[src/rtl/team_06_i2s_pkg.sv]
// Shared defaults and width helpers for the team_06 I2S transmit path.
package team_06_i2s_pkg;

  localparam int DEF_SAMPLE_W = 8;
  localparam int DEF_SLOT_W   = 16;
  localparam int DEF_CLK_DIV  = 4;

  // bit_cnt has to span one full frame of two slots
  function automatic int bit_cnt_width(input int slot_w);
    return $clog2(2 * slot_w);
  endfunction

endpackage

[src/rtl/team_06_i2s_bclk_gen.sv]
// Bit-clock generator: divides clk into i2s_sclk and flags the cycle whose
// closing edge drives i2s_sclk low, so serial state can update on that same edge.
module team_06_i2s_bclk_gen
  import team_06_i2s_pkg::*;
#(
  parameter int CLK_DIV = DEF_CLK_DIV
) (
  input  logic clk,
  input  logic rst,
  output logic i2s_sclk,
  output logic fall_evt
);

  localparam int DW = (CLK_DIV > 1) ? $clog2(CLK_DIV) : 1;
  localparam logic [DW-1:0] DIV_LAST = DW'(CLK_DIV - 1);

  logic [DW-1:0] div_cnt;

  always_ff @(posedge clk) begin
    if (!rst) begin
      div_cnt  <= '0;
      i2s_sclk <= 1'b0;
    end else if (div_cnt == DIV_LAST) begin
      div_cnt  <= '0;
      i2s_sclk <= ~i2s_sclk;
    end else begin
      div_cnt <= div_cnt + 1'b1;
    end
  end

  assign fall_evt = i2s_sclk && (div_cnt == DIV_LAST);

endmodule

[src/rtl/team_06_i2s_tx.sv]
// Mono I2S transmitter: one-entry sample buffer feeding an MSB-first serializer
// that repeats each sample in the left and right slots.
module team_06_i2s_tx
  import team_06_i2s_pkg::*;
#(
  parameter int CLK_DIV  = DEF_CLK_DIV,
  parameter int SAMPLE_W = DEF_SAMPLE_W,
  parameter int SLOT_W   = DEF_SLOT_W
) (
  input  logic                clk,
  input  logic                rst,
  input  logic [SAMPLE_W-1:0] sample_in,
  input  logic                sample_valid,
  output logic                sample_ready,
  output logic                i2s_sclk,
  output logic                i2s_ws,
  output logic                i2s_sd,
  output logic                underrun
);

  localparam int BW = bit_cnt_width(SLOT_W);
  localparam logic [BW-1:0] CNT_LAST = BW'(2 * SLOT_W - 1);
  localparam logic [BW-1:0] SLOT_LEN = BW'(SLOT_W);

  logic                fall_evt;
  logic [BW-1:0]       bit_cnt;
  logic [BW-1:0]       next_cnt;
  logic [BW-1:0]       slot_pos;
  logic [SAMPLE_W-1:0] buffer;
  logic [SAMPLE_W-1:0] frame_sample;
  logic [SAMPLE_W-1:0] load_src;
  logic [SAMPLE_W-1:0] shifted;
  logic                buf_full;
  logic                frame_start;
  logic                accept;

  team_06_i2s_bclk_gen #(
    .CLK_DIV(CLK_DIV)
  ) u_bclk (
    .clk     (clk),
    .rst     (rst),
    .i2s_sclk(i2s_sclk),
    .fall_evt(fall_evt)
  );

  assign sample_ready = !buf_full;
  assign accept       = sample_valid && !buf_full;

  // The current bit_cnt is the slot position of the bit about to be shown,
  // so shifting by it puts that bit in the MSB; positions past the sample shift out to 0.
  always_comb begin
    next_cnt    = (bit_cnt == CNT_LAST) ? '0 : bit_cnt + 1'b1;
    slot_pos    = (bit_cnt >= SLOT_LEN) ? bit_cnt - SLOT_LEN : bit_cnt;
    frame_start = (bit_cnt == '0);
    load_src    = frame_start ? (buf_full ? buffer : '0) : frame_sample;
    shifted     = load_src << slot_pos;
  end

  always_ff @(posedge clk) begin
    if (!rst) begin
      bit_cnt      <= '0;
      frame_sample <= '0;
      buffer       <= '0;
      buf_full     <= 1'b0;
      i2s_ws       <= 1'b0;
      i2s_sd       <= 1'b0;
      underrun     <= 1'b0;
    end else begin
      underrun <= 1'b0;
      if (fall_evt) begin
        bit_cnt <= next_cnt;
        i2s_ws  <= (next_cnt >= SLOT_LEN);
        i2s_sd  <= shifted[SAMPLE_W-1];
        if (frame_start) begin
          frame_sample <= load_src;
          underrun     <= !buf_full;
        end
      end
      // An accept only happens while empty, so it never collides with a load draining the buffer
      if (accept) begin
        buffer   <= sample_in;
        buf_full <= 1'b1;
      end else if (fall_evt && frame_start) begin
        buf_full <= 1'b0;
      end
    end
  end

endmodule

[config.mk]
export PLATFORM = sky130hd
export DESIGN_NAME = team_06_i2s_tx
export DESIGN_NICKNAME = d
export VERILOG_FILES = /design/src/rtl/team_06_i2s_pkg.sv /design/src/rtl/team_06_i2s_bclk_gen.sv /design/src/rtl/team_06_i2s_tx.sv
export SDC_FILE = /design/constraint.sdc
export NUM_CORES = 1
export LEC_CHECK = 0
export CORE_ASPECT_RATIO = 0.7
export CORE_MARGIN = 10
export CORE_UTILIZATION = 45
export DETAILED_ROUTE_END_ITERATION = 8
export PLACE_DENSITY = 0.67
export SYNTH_ARGS = -nofsm -noshare
export SYNTH_HDL_FRONTEND = slang
export SYNTH_SLANG_ARGS = --single-unit
[constraint.sdc]
create_clock -name clk -period 4.75 [get_ports clk]
set_input_delay 1.1875 -clock clk [delete_from_list [all_inputs] [get_ports clk]]
set_output_delay 1.1875 -clock clk [all_outputs]
set_load 0.1 [all_outputs]
==> results of run 1 <==
[cell type report]
class | count | area (um^2)
fillers | 246 | 1100
inverters | 5 | 18.8
clock inverters | 1 | 5.00
clock buffers | 3 | 41.3
flip-flops and latches | 27 | 541
well taps | 34 | 42.5
multi-input cells | 103 | 656
repair buffers | 15 | 150
[stage by stage]
step / power, mW / hold slack [ns] / worst slack, ns
floorplan: 0.274 / 0.403 / 2.48
global placement: 0.288 / 0.411 / 1.91
detailed placement: 0.290 / 0.415 / 1.89
CTS: 0.419 / 0.429 / 1.57
global route: 0.434 / 0.458 / 1.49
finish: 0.412 / 0.426 / 1.57
[power by group through the flow]
stage                     clock, mW  combinational, mW  sequential [mW]
after floorplan                   0             0.0264            0.248
after detailed placement          0             0.0445            0.246
after global placement            0             0.0428            0.245
after global routing          0.144             0.0482            0.242
after CTS                     0.134             0.0447            0.240
final                         0.127             0.0439            0.240
[state kept, by name, indices dropped and copies added (netlist names)]
register,cells
buffer,8
frame_sample,8
bit_cnt,4
u_bclk.div_cnt,2
buf_full,1
i2s_sd,1
i2s_ws,1
u_bclk.i2s_sclk,1
underrun,1
[synth_stat cells]
master / count / area (um^2)
a21boi_0: 15 / 113
nand4b_1: 1 / 8.76
o31ai_2: 1 / 12.5
buf_4: 1 / 7.51
and2_1: 4 / 25.0
ha_1: 4 / 50.1
a21boi_1: 3 / 22.5
nor3_1: 2 / 10.0
inv_1: 5 / 18.8
nor4b_1: 1 / 8.76
nand2_1: 32 / 120
buf_2: 2 / 10.0
nor4b_4: 1 / 23.8
nand3_1: 9 / 45.0
xor2_1: 1 / 8.76
nor2_1: 2 / 7.51
clkbuf_1: 5 / 18.8
dfxtp_1: 27 / 541
mux2i_1: 3 / 30.0
and3b_1: 1 / 8.76
a221oi_2: 1 / 15.0
a31oi_1: 1 / 6.26
a21oi_1: 7 / 35.0
mux4_2: 1 / 22.5
nor3b_1: 2 / 15.0
o21ai_0: 2 / 10.0
or4_1: 1 / 7.51
nor2b_1: 5 / 31.3
and3_1: 2 / 12.5
and2_0: 1 / 6.26
[routing by layer]
metal / up-vias / routed length, um / global-route usage, %
met2: 22 / 1100 / 14.1
met4: 0 / 23 / 1.91
met3: 4 / 157 / 3.80
li1: 508 / - / -
met1: 449 / 1290 / 13.0
met5: - / 0 / 0
[kinds of logic (layout without fill, tap and decap cells)]
kind of cell | after synthesis | in the layout | synth area share (%)
and+or+nand+nor | 64 | 64 | 26.4
adders and majority gates | 4 | 4 | 4.00
AOI/OAI and AO/OA | 30 | 30 | 17.1
muxes | 4 | 4 | 4.20
DFF | 27 | 27 | 43.2
xor gates and xnor gates | 1 | 1 | 0.700
buffers and inverters | 13 | 24 | 4.40
[worst max-delay path by stage]
stage	from	endpoint	cells past startpoint
finish	buf_full	sample_ready	2
global route	buf_full	sample_ready	2
CTS	buf_full	sample_ready	2
detailed placement	buf_full	sample_ready	2
global placement	buf_full	sample_ready	2
floorplan	buf_full	sample_ready	2
==> flow_metrics.env, run 1 <==
export IMPL_yosysSeqAreaShare_pct=43.2
export IMPL_viasPerCell=5.23
export IMPL_status="completed"
export IMPL_postCtsSetupBuffers=0
export IMPL_drc_errors=0
export IMPL_dpl_cell_area_mm2=0.00141
export IMPL_p_leak_nw=0.536
export IMPL_endpoint_kind="output port"
export IMPL_grt_usage_pct=9.66
export IMPL_path_cells="inv_1 > clkdlybuf4s50_1"
export IMPL_cap_violations=0
export IMPL_slowest_delay_ns=1.14
export IMPL_cts_buffer_depth=2
export IMPL_timing_final_setup_violations=0
export IMPL_grt_first_pass_wirelength_mm=4.29
export IMPL_syn2layout_area_growth_pct=16.2
export IMPL_utilization_pct=57.0
export IMPL_clkTransAtPathRegs_ns=0.09
export IMPL_antenna_found_initial=0
export IMPL_criticalPathCategory="register to output port"
export IMPL_r2r_start="bit_cnt[0]"
export IMPL_reg2reg_setup_slack_ns=2.85
export IMPL_layout_nets=170
export IMPL_ir_drop_mv=0.219
export IMPL_min_delay_start="u_bclk.div_cnt[0]"
export IMPL_syn_area_mm2=0.00125
export IMPL_hold_path_end="u_bclk.div_cnt[0]"
export IMPL_critPathRequiredTime_ns=3.56
export IMPL_core_area_mm2=0.00255
export IMPL_holdPathStages=1
export IMPL_die_x_um=83.0
export IMPL_worst_setup_path_start_kind="register"
export IMPL_syn_area_per_cell_um2=8.75
export IMPL_cts_resized=0
export IMPL_ant_nets=0
export IMPL_dr_pass1_iters=4
export IMPL_drive_gt1_share_pct=5.19
export IMPL_cpLargestDelayFamily="buffers and inverters"
export IMPL_syn_nets=158
export IMPL_p_int_mw=0.312
export IMPL_swShare_pct=24.2
export IMPL_rows=15
export IMPL_layout_commonest_cell="nand2_1"
export IMPL_finalHoldViolCount=0
export IMPL_reg2reg_to="bit_cnt[3]"
export IMPL_grt_overflow=0
export IMPL_slew_headroom_pct=35.0
export IMPL_hold_path_class="register to register"
export IMPL_die_h_um=64.1
export IMPL_rsz0062_at_grt="false"
export IMPL_fmax_mhz=315
export IMPL_worst_path_max_delay_cell="clkdlybuf4s50_1"
export IMPL_cts_sinks=27
export IMPL_stdcell_area_mm2=0.00145
export IMPL_first_global_vias=864
export IMPL_seqPwrFrac_pct=58.4
export IMPL_detail_route_wirelength_mm=2.57
export IMPL_cts_made_buffers=3
export IMPL_clk_latency_ns=0.27
export IMPL_via_count=983
export IMPL_hpwlAfterDp_mm=1.93
export IMPL_ys_seq_elements=27
export IMPL_crit_buf_inv=2
export IMPL_gp_congestion=0.732
export IMPL_dieArea_mm2=0.00532
export IMPL_yosysUniqueCellTypes=30
export IMPL_grt_max_degree=29
export IMPL_cp_arrival_ns=1.99
export IMPL_switchingPower_mw=0.0997
export IMPL_fin_cells=188
export IMPL_syn_inst=143
export IMPL_cellPowerDensity_mw_per_mm2=283
export IMPL_yosys_warnings=0
export IMPL_io_buffer_count=15
export IMPL_worst_pin_slew_ns=0.972
export IMPL_fin_setup_tns_ns=0
export IMPL_cts_hold_buf=0
export IMPL_combPwrFrac_pct=10.7
export IMPL_layout_worst_path_cycle_share_pct=66.9
export IMPL_initial_core_util_pct=49.0
export IMPL_ctsRootBufferMaster="clkbuf_8"
export IMPL_drv_slew=0
export IMPL_fin_skew_ns=0.00363
export IMPL_wire_per_inst_um=13.7
export IMPL_io_pins=16
export IMPL_h_tree_depth=1
export IMPL_cts_tree="yes"
export IMPL_p_clk_share_pct=31.0
export IMPL_drtIter0Drc=82
export IMPL_place_inst=184
export IMPL_antennaDiodeCount=0
export IMPL_layout_common_cells="nand2_1 (32), dfxtp_1 (27), a21boi_0 (15), clkdlybuf4s50_1 (15), nand3_1 (9)"
export IMPL_period_minus_slack_ns=3.18
export IMPL_cp_max_fo=13
export IMPL_reg2regPathDepth=5
(Power assumes the default switching activity.)
==> run 2: changes to the inputs <==
Settings changed: PLACE_DENSITY 0.67 to 0.7.
Clock period 4.75 ns to 2.56 ns, I/O delays scaled along.
==> run 2 against run 1 <==
Compared with the run above:
- global-route usage up 0.053 points
- wire length down 1.0%
- register-to-register slack worse by 2.2 ns
- worst hold slack better by 0.0058 ns
- clock skew up 0.0091 ns
- via count up 2.5%
- total power up 88%
- die area unchanged
- largest power group unchanged
==> flow_metrics.env, run 2 (same netlist as run 1, synthesis figures left out) <==
export IMPL_cts_sinks=27
export IMPL_cts_tree="yes"
export IMPL_grt_first_pass_wirelength_mm=4.42
export IMPL_cpLargestDelayFamily="simple AND/OR/NAND/NOR gates"
export IMPL_worst_setup_path_start_kind="register"
export IMPL_ant_nets=0
export IMPL_ir_drop_mv=0.385
export IMPL_reg2reg_to="bit_cnt[3]"
export IMPL_path_cells="ha_1 > and3_1 > ha_1 > or4_1 > a21boi_0"
export IMPL_slowest_delay_ns=0.50
export IMPL_die_x_um=83.0
export IMPL_swShare_pct=25.2
export IMPL_ctsRootBufferMaster="clkbuf_8"
export IMPL_layout_worst_path_cycle_share_pct=74.0
export IMPL_die_h_um=64.1
export IMPL_cts_buffer_depth=2
export IMPL_combPwrFrac_pct=10.5
export IMPL_endpoint_kind="register"
export IMPL_worst_pin_slew_ns=0.622
export IMPL_grt_overflow=0
export IMPL_rows=15
export IMPL_drtIter0Drc=42
export IMPL_p_clk_share_pct=32.0
export IMPL_cts_hold_buf=0
export IMPL_switchingPower_mw=0.195
export IMPL_dr_pass1_iters=4
export IMPL_detail_route_wirelength_mm=2.55
export IMPL_cts_resized=0
export IMPL_drive_gt1_share_pct=9.03
export IMPL_stdcell_area_mm2=0.00145
export IMPL_dieArea_mm2=0.00532
export IMPL_p_leak_nw=0.545
export IMPL_p_int_mw=0.580
export IMPL_cellPowerDensity_mw_per_mm2=534
export IMPL_h_tree_depth=1
export IMPL_crit_buf_inv=0
export IMPL_fmax_mhz=528
export IMPL_first_global_vias=941
export IMPL_via_count=1008
export IMPL_dp_slack_ns=0.552
export IMPL_reg2regPathDepth=5
export IMPL_worst_path_max_delay_cell="or4_1"
export IMPL_r2r_start="bit_cnt[0]"
export IMPL_cts_made_buffers=3
export IMPL_period_minus_slack_ns=1.90
export IMPL_viasPerCell=5.33
export IMPL_clk_latency_ns=0.28
export IMPL_clkTransAtPathRegs_ns=0.10
export IMPL_antenna_found_initial=0
export IMPL_layout_commonest_cell="nand2_1"
export IMPL_slew_headroom_pct=58.4
export IMPL_postCtsSetupBuffers=0
export IMPL_core_area_mm2=0.00255
export IMPL_drc_errors=0
export IMPL_fin_skew_ns=0.0127
export IMPL_grt_max_degree=21
export IMPL_utilization_pct=56.9
export IMPL_finalHoldViolCount=0
export IMPL_hold_path_end="u_bclk.div_cnt[0]"
export IMPL_setup_slack_ns=0.665
export IMPL_reg_top3="buffer (8), frame_sample (8), bit_cnt (4)"
export IMPL_criticalPathCategory="register to register"
export IMPL_hold_slack_ns=0.432
export IMPL_wire_per_inst_um=13.5
export IMPL_reg2reg_setup_slack_ns=0.66
export IMPL_cap_violations=0
export IMPL_finalPower_mw=0.776
export IMPL_hold_path_class="register to register"
export IMPL_status="completed"
export IMPL_layout_common_cells="nand2_1 (32), dfxtp_1 (27), a21boi_0 (15), clkdlybuf4s50_1 (10), nand3_1 (9)"
export IMPL_dpl_cell_area_mm2=0.00140
export IMPL_fin_cells=189
export IMPL_critPathRequiredTime_ns=2.77
export IMPL_rsz0062_at_grt="false"
export IMPL_grt_usage_pct=9.71
export IMPL_initial_core_util_pct=49.0
export IMPL_syn2layout_area_growth_pct=16.0
export IMPL_io_buffer_count=15
export IMPL_fin_setup_tns_ns=0
export IMPL_crit_path_frequent_cell="ha_1"
export IMPL_cp_arrival_ns=2.10
export IMPL_io_pins=16
export IMPL_drv_slew=0
export IMPL_gp_congestion=0.792
export IMPL_cp_max_fo=9
export IMPL_seqPwrFrac_pct=57.5
export IMPL_min_delay_start="u_bclk.div_cnt[0]"
export IMPL_timing_final_setup_violations=0
export IMPL_antennaDiodeCount=0
export IMPL_layout_nets=171
export IMPL_holdPathStages=1
export IMPL_hpwlAfterDp_mm=1.90
export IMPL_place_inst=185
## run 2: changes by cell type in the layout (fill, tap and decap cells not counted)
| cell | before | now |
|---|---|---|
| clkdlybuf4s50_1 | 15 | 10 |
| clkinvlp_4 | 0 | 1 |
| buf_4 | 0 | 6 |
| clkinv_2 | 1 | 0 |
## run 2: worst reg2reg max path: stages (launching register included)
cell      delay, ns
dfxtp_1        0.44
ha_1           0.28
and3_1         0.18
ha_1           0.24
or4_1          0.50
a21boi_0       0.18
## run 2: per-layer routing
| metal | vias up | track usage (%) | routed length [um] |
|---|---|---|---|
| met4 | 0 | 2.33 | 12 |
| met3 | 2 | 4.05 | 112 |
| met1 | 480 | 12.7 | 1350 |
| met5 | - | 0 | 0 |
| li1 | 512 | - | - |
| met2 | 14 | 14.4 | 1070 |
## run 2: area by class of cell
type | count | area (um^2)
clock inverter | 1 | 7.51
clock buffer | 3 | 41.3
inverter | 5 | 18.8
fill | 263 | 1100
multi-input combinational | 103 | 656
timing repair buffer | 16 | 145
sequential | 27 | 541
tap | 34 | 42.5
## run 2: worst max path at each step
| stage | slack [ns] | depth (start not counted) | startpoint | end |
|---|---|---|---|---|
| after detailed placement | 0.55 | 4 | sample_valid | buffer[7] |
| final | 0.66 | 5 | bit_cnt[0] | bit_cnt[3] |
| after global routing | 0.46 | 6 | bit_cnt[0] | frame_sample[2] |
| after floorplan | 0.52 | 3 | u_bclk.i2s_sclk | bit_cnt[3] |
| after CTS | 0.68 | 5 | bit_cnt[0] | bit_cnt[3] |
| after global placement | 0.63 | 4 | sample_valid | buffer[1] |
## run 2: power groups by stage
stage	Sequential, mW	Combinational [mW]	Clock, mW
final	0.446	0.0814	0.248
after global routing	0.449	0.0892	0.272
after CTS	0.446	0.0818	0.253
after detailed placement	0.456	0.0817	0
after global placement	0.456	0.0795	0
after floorplan	0.460	0.0489	0
